**src/rtl/data_demux_pkg.sv**
```systemverilog
// Shared sizing constants and small types for the four-channel data demultiplexer.
package data_demux_pkg;

   localparam int unsigned WIDTH = 8;
   localparam int unsigned DEPTH = 2;
   localparam int unsigned NCH   = 4;

   typedef logic [1:0] chan_idx_t;
   typedef logic [1:0] occ_t;

endpackage

```
**src/rtl/demux_chan_fifo.sv**
```systemverilog
// Single-channel FIFO of DEPTH entries; the head word reads as zero while the FIFO is empty.
module demux_chan_fifo #(
   parameter int unsigned WIDTH = 8,
   parameter int unsigned DEPTH = 2,
   localparam int unsigned PTR_W = (DEPTH > 1) ? $clog2(DEPTH) : 1,
   localparam int unsigned CNT_W = $clog2(DEPTH + 1)
) (
   input  logic             clk,
   input  logic             rst,
   input  logic             push,
   input  logic [WIDTH-1:0] wdata,
   input  logic             pop,
   output logic             full,
   output logic             empty,
   output logic [CNT_W-1:0] occ,
   output logic [WIDTH-1:0] head
);

   logic [WIDTH-1:0] mem_q [DEPTH];
   logic [PTR_W-1:0] rd_ptr_q, wr_ptr_q;
   logic [CNT_W-1:0] cnt_q;
   logic             do_push, do_pop;

   assign full  = (cnt_q == CNT_W'(DEPTH));
   assign empty = (cnt_q == '0);
   assign occ   = cnt_q;

   // Fullness and emptiness come from registered state, so a full FIFO refuses a push even
   // while popping, and a push into an empty FIFO cannot be popped in the same edge.
   assign do_push = push & ~full;
   assign do_pop  = pop & ~empty;

   assign head = empty ? '0 : mem_q[rd_ptr_q];

   always_ff @(posedge clk) begin
      if (rst) begin
         rd_ptr_q <= '0;
         wr_ptr_q <= '0;
         cnt_q    <= '0;
      end else begin
         if (do_push) wr_ptr_q <= wr_ptr_q + PTR_W'(1);
         if (do_pop)  rd_ptr_q <= rd_ptr_q + PTR_W'(1);
         unique case ({do_push, do_pop})
            2'b10:   cnt_q <= cnt_q + CNT_W'(1);
            2'b01:   cnt_q <= cnt_q - CNT_W'(1);
            default: cnt_q <= cnt_q;
         endcase
      end
   end

   // Storage needs no reset: the head is masked to zero whenever the count is zero.
   always_ff @(posedge clk) begin
      if (do_push) mem_q[wr_ptr_q] <= wdata;
   end

endmodule

```
**src/rtl/data_demux.sv**
```systemverilog
// Routes each accepted upstream word into one of four independent per-channel FIFOs by sel.
module data_demux #(
   parameter int unsigned WIDTH = data_demux_pkg::WIDTH,
   parameter int unsigned DEPTH = data_demux_pkg::DEPTH
) (
   input  logic             clk,
   input  logic             rst,
   input  logic             in_valid,
   output logic             in_ready,
   input  logic [1:0]       sel,
   input  logic [WIDTH-1:0] in_data,
   output logic [3:0]       out_valid,
   input  logic [3:0]       out_ready,
   output logic [WIDTH-1:0] out0,
   output logic [WIDTH-1:0] out1,
   output logic [WIDTH-1:0] out2,
   output logic [WIDTH-1:0] out3,
   output logic [7:0]       occ
);

   import data_demux_pkg::*;

   localparam int unsigned CNT_W = $clog2(DEPTH + 1);

   chan_idx_t        ch;
   logic [NCH-1:0]   push, full, empty;
   logic [CNT_W-1:0] chan_occ [NCH];
   logic [WIDTH-1:0] head [NCH];

   assign ch       = sel;
   assign in_ready = ~rst & ~full[ch];

   for (genvar i = 0; i < NCH; i++) begin : g_chan
      assign push[i] = in_valid & in_ready & (ch == chan_idx_t'(i));

      demux_chan_fifo #(
         .WIDTH (WIDTH),
         .DEPTH (DEPTH)
      ) u_fifo (
         .clk   (clk),
         .rst   (rst),
         .push  (push[i]),
         .wdata (in_data),
         .pop   (out_ready[i]),
         .full  (full[i]),
         .empty (empty[i]),
         .occ   (chan_occ[i]),
         .head  (head[i])
      );

      assign out_valid[i]  = ~empty[i];
      assign occ[2*i +: 2] = occ_t'(chan_occ[i]);
   end

   assign out0 = head[0];
   assign out1 = head[1];
   assign out2 = head[2];
   assign out3 = head[3];

endmodule

```
**config.mk**
```make
export PLATFORM = sky130hd
export DESIGN_NAME = data_demux
export DESIGN_NICKNAME = d
export VERILOG_FILES = /design/src/rtl/data_demux_pkg.sv /design/src/rtl/demux_chan_fifo.sv /design/src/rtl/data_demux.sv
export SDC_FILE = /design/constraint.sdc
export NUM_CORES = 1
export LEC_CHECK = 0
export ABC_AREA = 1
export CAP_MARGIN = 40
export CORE_MARGIN = 1.5
export CORE_UTILIZATION = 33
export CTS_CLUSTER_DIAMETER = 50
export CTS_CLUSTER_SIZE = 40
export DETAILED_ROUTE_END_ITERATION = 6
export DONT_BUFFER_PORTS = 1
export PLACE_DENSITY = 0.45
export SLEW_MARGIN = 20
export SYNTH_ARGS = -nofsm -noshare
export SYNTH_HDL_FRONTEND = slang
export SYNTH_HIERARCHICAL = 1
export SYNTH_SLANG_ARGS = --single-unit
```
**constraint.sdc**
```tcl
create_clock -name clk -period 2.65 [get_ports clk]
set_input_delay 0.1325 -clock clk [delete_from_list [all_inputs] [get_ports clk]]
set_output_delay 0.1325 -clock clk [all_outputs]
set_load 0.01 [all_outputs]
```
==> run summary <==
Fillcell total = 1053
RD Place Congestion = 0.747
Mapped cell area = 3590 um^2
Syn nets = 379
Vias = 2357
Setup crit end kind = register
Final setup violation count = 0
Num ports = 62
Vias in the first global route = 2361
Final Slew Violations = 0
Clock tree buffer depth = 2
Synth Flop Type = edfxtp_1
R2R Setup Slk = 0.56 ns
Fmax = 479 MHz
Req. time, crit path = 2.94 ns
Core footprint = 10400 um^2
Row cnt = 37
All-Layer GR Usage = 0.148
YS warnings = 6
Routed Antenna Nets = 0
Hold Path Depth = 5
CTS sink cnt = 84
Min-delay worst type = in2reg
Reg2reg start = g_chan[3].u_fifo/occ[1]$_SDFFE_PP0P_
Placed cell areas = 3750 um^2
Multi-input logic area = 1020 um^2
Tcrit/Tclk final = 0.788
Initial core utilization = 0.345
Library cells used by synthesis = 18
Outcome = finished, final reports clean
Setup tns final = 0 ns
Max_cap viols = 0
FF/Latch Area = 2320 um^2
Min Clock Period, post-route = 2.09 ns
Clk_skew = 0.00865 ns
Dpl cells = 494
CP Max Fanout = 5
Ys async rst share = 0
Worst hold path endpoint = g_chan[1].u_fifo/rd_ptr_q$_SDFFE_PP0P_
Finished Layout Cells = 519
Arr. time, crit path = 2.37 ns
DRT Wirelength = 7.95 mm
Initial antenna violation count = 0
CP most frequent cell = nor2_1
Min-delay src = out_ready[1]
Vias per cell = 4.54
DRT iter0 DRCs = 76
Max incr delay on CP = 0.40 ns
IO Port Bufs = 0
RSZ-0062 raised after global routing = no
Pin count of the biggest net entering global routing = 15
Worst Tran Pin Value = 0.446 ns
WL/cell = 15.3 um
CP Cell Sequence = inv_2 -> nor2_2 -> nand3_1 -> nand2_1 -> nor2_2 -> nand3_2 -> nor2_1 -> inv_1 -> nor2_1 -> inv_1 -> ha_1 -> inv_1 -> nand2_1 -> nor2_1 -> nor2_1 -> nor2_1
Drt drc = 0
Root buffer cell = clkbuf_8
CTS buffer count = 9
Worst setup SP type = register
Final hold vios = 0
Clk_lat worst skew = 0.34 ns
Worst path bufs/invs = 4
Pwr dens = 666 nW/um^2
Peak supply drop = 0.262 mV
Die area = 11500 um^2
Diode count = 0
CP top delay family = simple AND/OR/NAND/NOR gates
Detailed Place HPWL = 5.41 mm
Layout cells sized above 1 = 0.138
Slew HR = 0.700
GRT overflow = 0
First-pass GRT wire length = 12.5 mm
Number of synthesized flops with an enable pin = 64
Finished Core Util = 0.388
Static leakage = 1.57 nW
Kind of critical path = reg2reg
Post-synthesis sequential area ratio = 0.647
Most frequent cells in the layout = 93 x nand2_1, 64 x edfxtp_1, 48 x nor2_1, 43 x inv_1, 36 x a21oi_1
FF-to-FF End = g_chan[0].u_fifo/occ[1]$_SDFFE_PP0P_
Post-route design area = 4040 um^2
Clock transition at path regs = 0.09 ns
Total iterations of the first detailed-routing run = 4
Commonest non-fill, non-tap cell in the layout = nand2_1
Nets = 399
Post-CTS Setup Bufs = 0
Htree depth = 3
Post-Syn Instances = 358
R2R depth = 16
Die height = 107 um
Crit path max-delay cell type = dfxtp_1
CTS tree = built
Syn Area/Cell = 10.0 um^2
DIE WIDTH = 107 um
Flops & latches, synth = 84
Area growth syn-to-layout = 12.5%
flip-flops by register name, summed over array words and instances (netlist names), named ones only:
| signal | cells |
|---|---|
| g_chan.u_fifo/mem_q | 64 |
| g_chan.u_fifo/occ | 8 |
| g_chan.u_fifo/rd_ptr_q | 4 |
| g_chan.u_fifo/wr_ptr_q | 4 |
cell type report:
| class | count | area share |
|---|---|---|
| flip-flops and latches | 84 | 0.575 |
| well taps | 136 | 0.0421 |
| clock buffers | 11 | 0.0350 |
| repair buffers | 17 | 0.0372 |
| clock inverters | 5 | 0.0130 |
| inverters | 49 | 0.0455 |
| multi-input cells | 217 | 0.252 |
cell usage after synthesis (6+ instances only):
library cell,instances,share of area
nor2_4,8,0.025
dfxtp_1,20,0.11
inv_1,43,0.045
nor2_1,48,0.050
inv_2,6,0.0063
nand2_2,9,0.016
a21oi_1,36,0.050
edfxtp_1,64,0.54
nor2_2,6,0.010
nand2_1,93,0.097
cell families (layout without fill, tap and decap cells):
family / after synthesis / after routing / synth area share
fa+ha+maj: 4 / 4 / 0.0139
buf+inv: 57 / 82 / 0.0694
compound gates: 40 / 40 / 0.0558
flops: 84 / 84 / 0.647
simple gates: 173 / 173 / 0.214
worst min-delay path, cell delays in order:
cell and delay (ns):
inv_1 0.07, nor2_4 0.05, nand2_2 0.05, nand2_2 0.04
nor2_1 0.07
where the power goes:
group	switching (mW)	internal (mW)
registers	0.0332	1.45
clock network	0.440	0.457
logic	0.222	0.0882
metal layers:
| layer | routed length (um) | GRT usage |
|---|---|---|
| met3 | 491 | 0.0490 |
| met5 | 0 | 0 |
| met1 | 3430 | 0.173 |
| met4 | 133 | 0.0619 |
| met2 | 3890 | 0.249 |
stage by stage:
step / power [mW] / hold slack, ns / setup WS, ns
finish: 2.69 / 0.108 / 0.563
global route: 2.83 / 0.106 / 0.328
CTS: 2.74 / 0.0918 / 0.570
detailed placement: 1.80 / 0.232 / 0.589
global placement: 1.80 / 0.232 / 0.594
floorplan: 1.74 / 0.231 / 0.702
how the worst max path moves through the flow:
stage | cells past startpoint | endpoint | slack [ns] | startpoint
after global routing | 16 | g_chan[3].u_fifo/occ[1]$_SDFFE_PP0P_ | 0.33 | g_chan[3].u_fifo/occ[1]$_SDFFE_PP0P_
after detailed placement | 16 | g_chan[0].u_fifo/occ[1]$_SDFFE_PP0P_ | 0.59 | g_chan[3].u_fifo/occ[1]$_SDFFE_PP0P_
final | 16 | g_chan[0].u_fifo/occ[1]$_SDFFE_PP0P_ | 0.56 | g_chan[3].u_fifo/occ[1]$_SDFFE_PP0P_
after global placement | 16 | g_chan[0].u_fifo/occ[1]$_SDFFE_PP0P_ | 0.59 | g_chan[3].u_fifo/occ[1]$_SDFFE_PP0P_
after floorplan | 11 | g_chan[0].u_fifo/mem_q[0][0]$_DFFE_PP_ | 0.70 | g_chan[3].u_fifo/occ[0]$_SDFFE_PP0P_
after CTS | 16 | g_chan[2].u_fifo/occ[1]$_SDFFE_PP0P_ | 0.57 | g_chan[3].u_fifo/occ[1]$_SDFFE_PP0P_
what timing repair did:
action | CTS | global route
hold buffers | 9 | 0
endpoints found under the hold margin | 79 | 0
resized for setup | 0 | 0
Note: power is estimated with default switching activity, not from simulation.
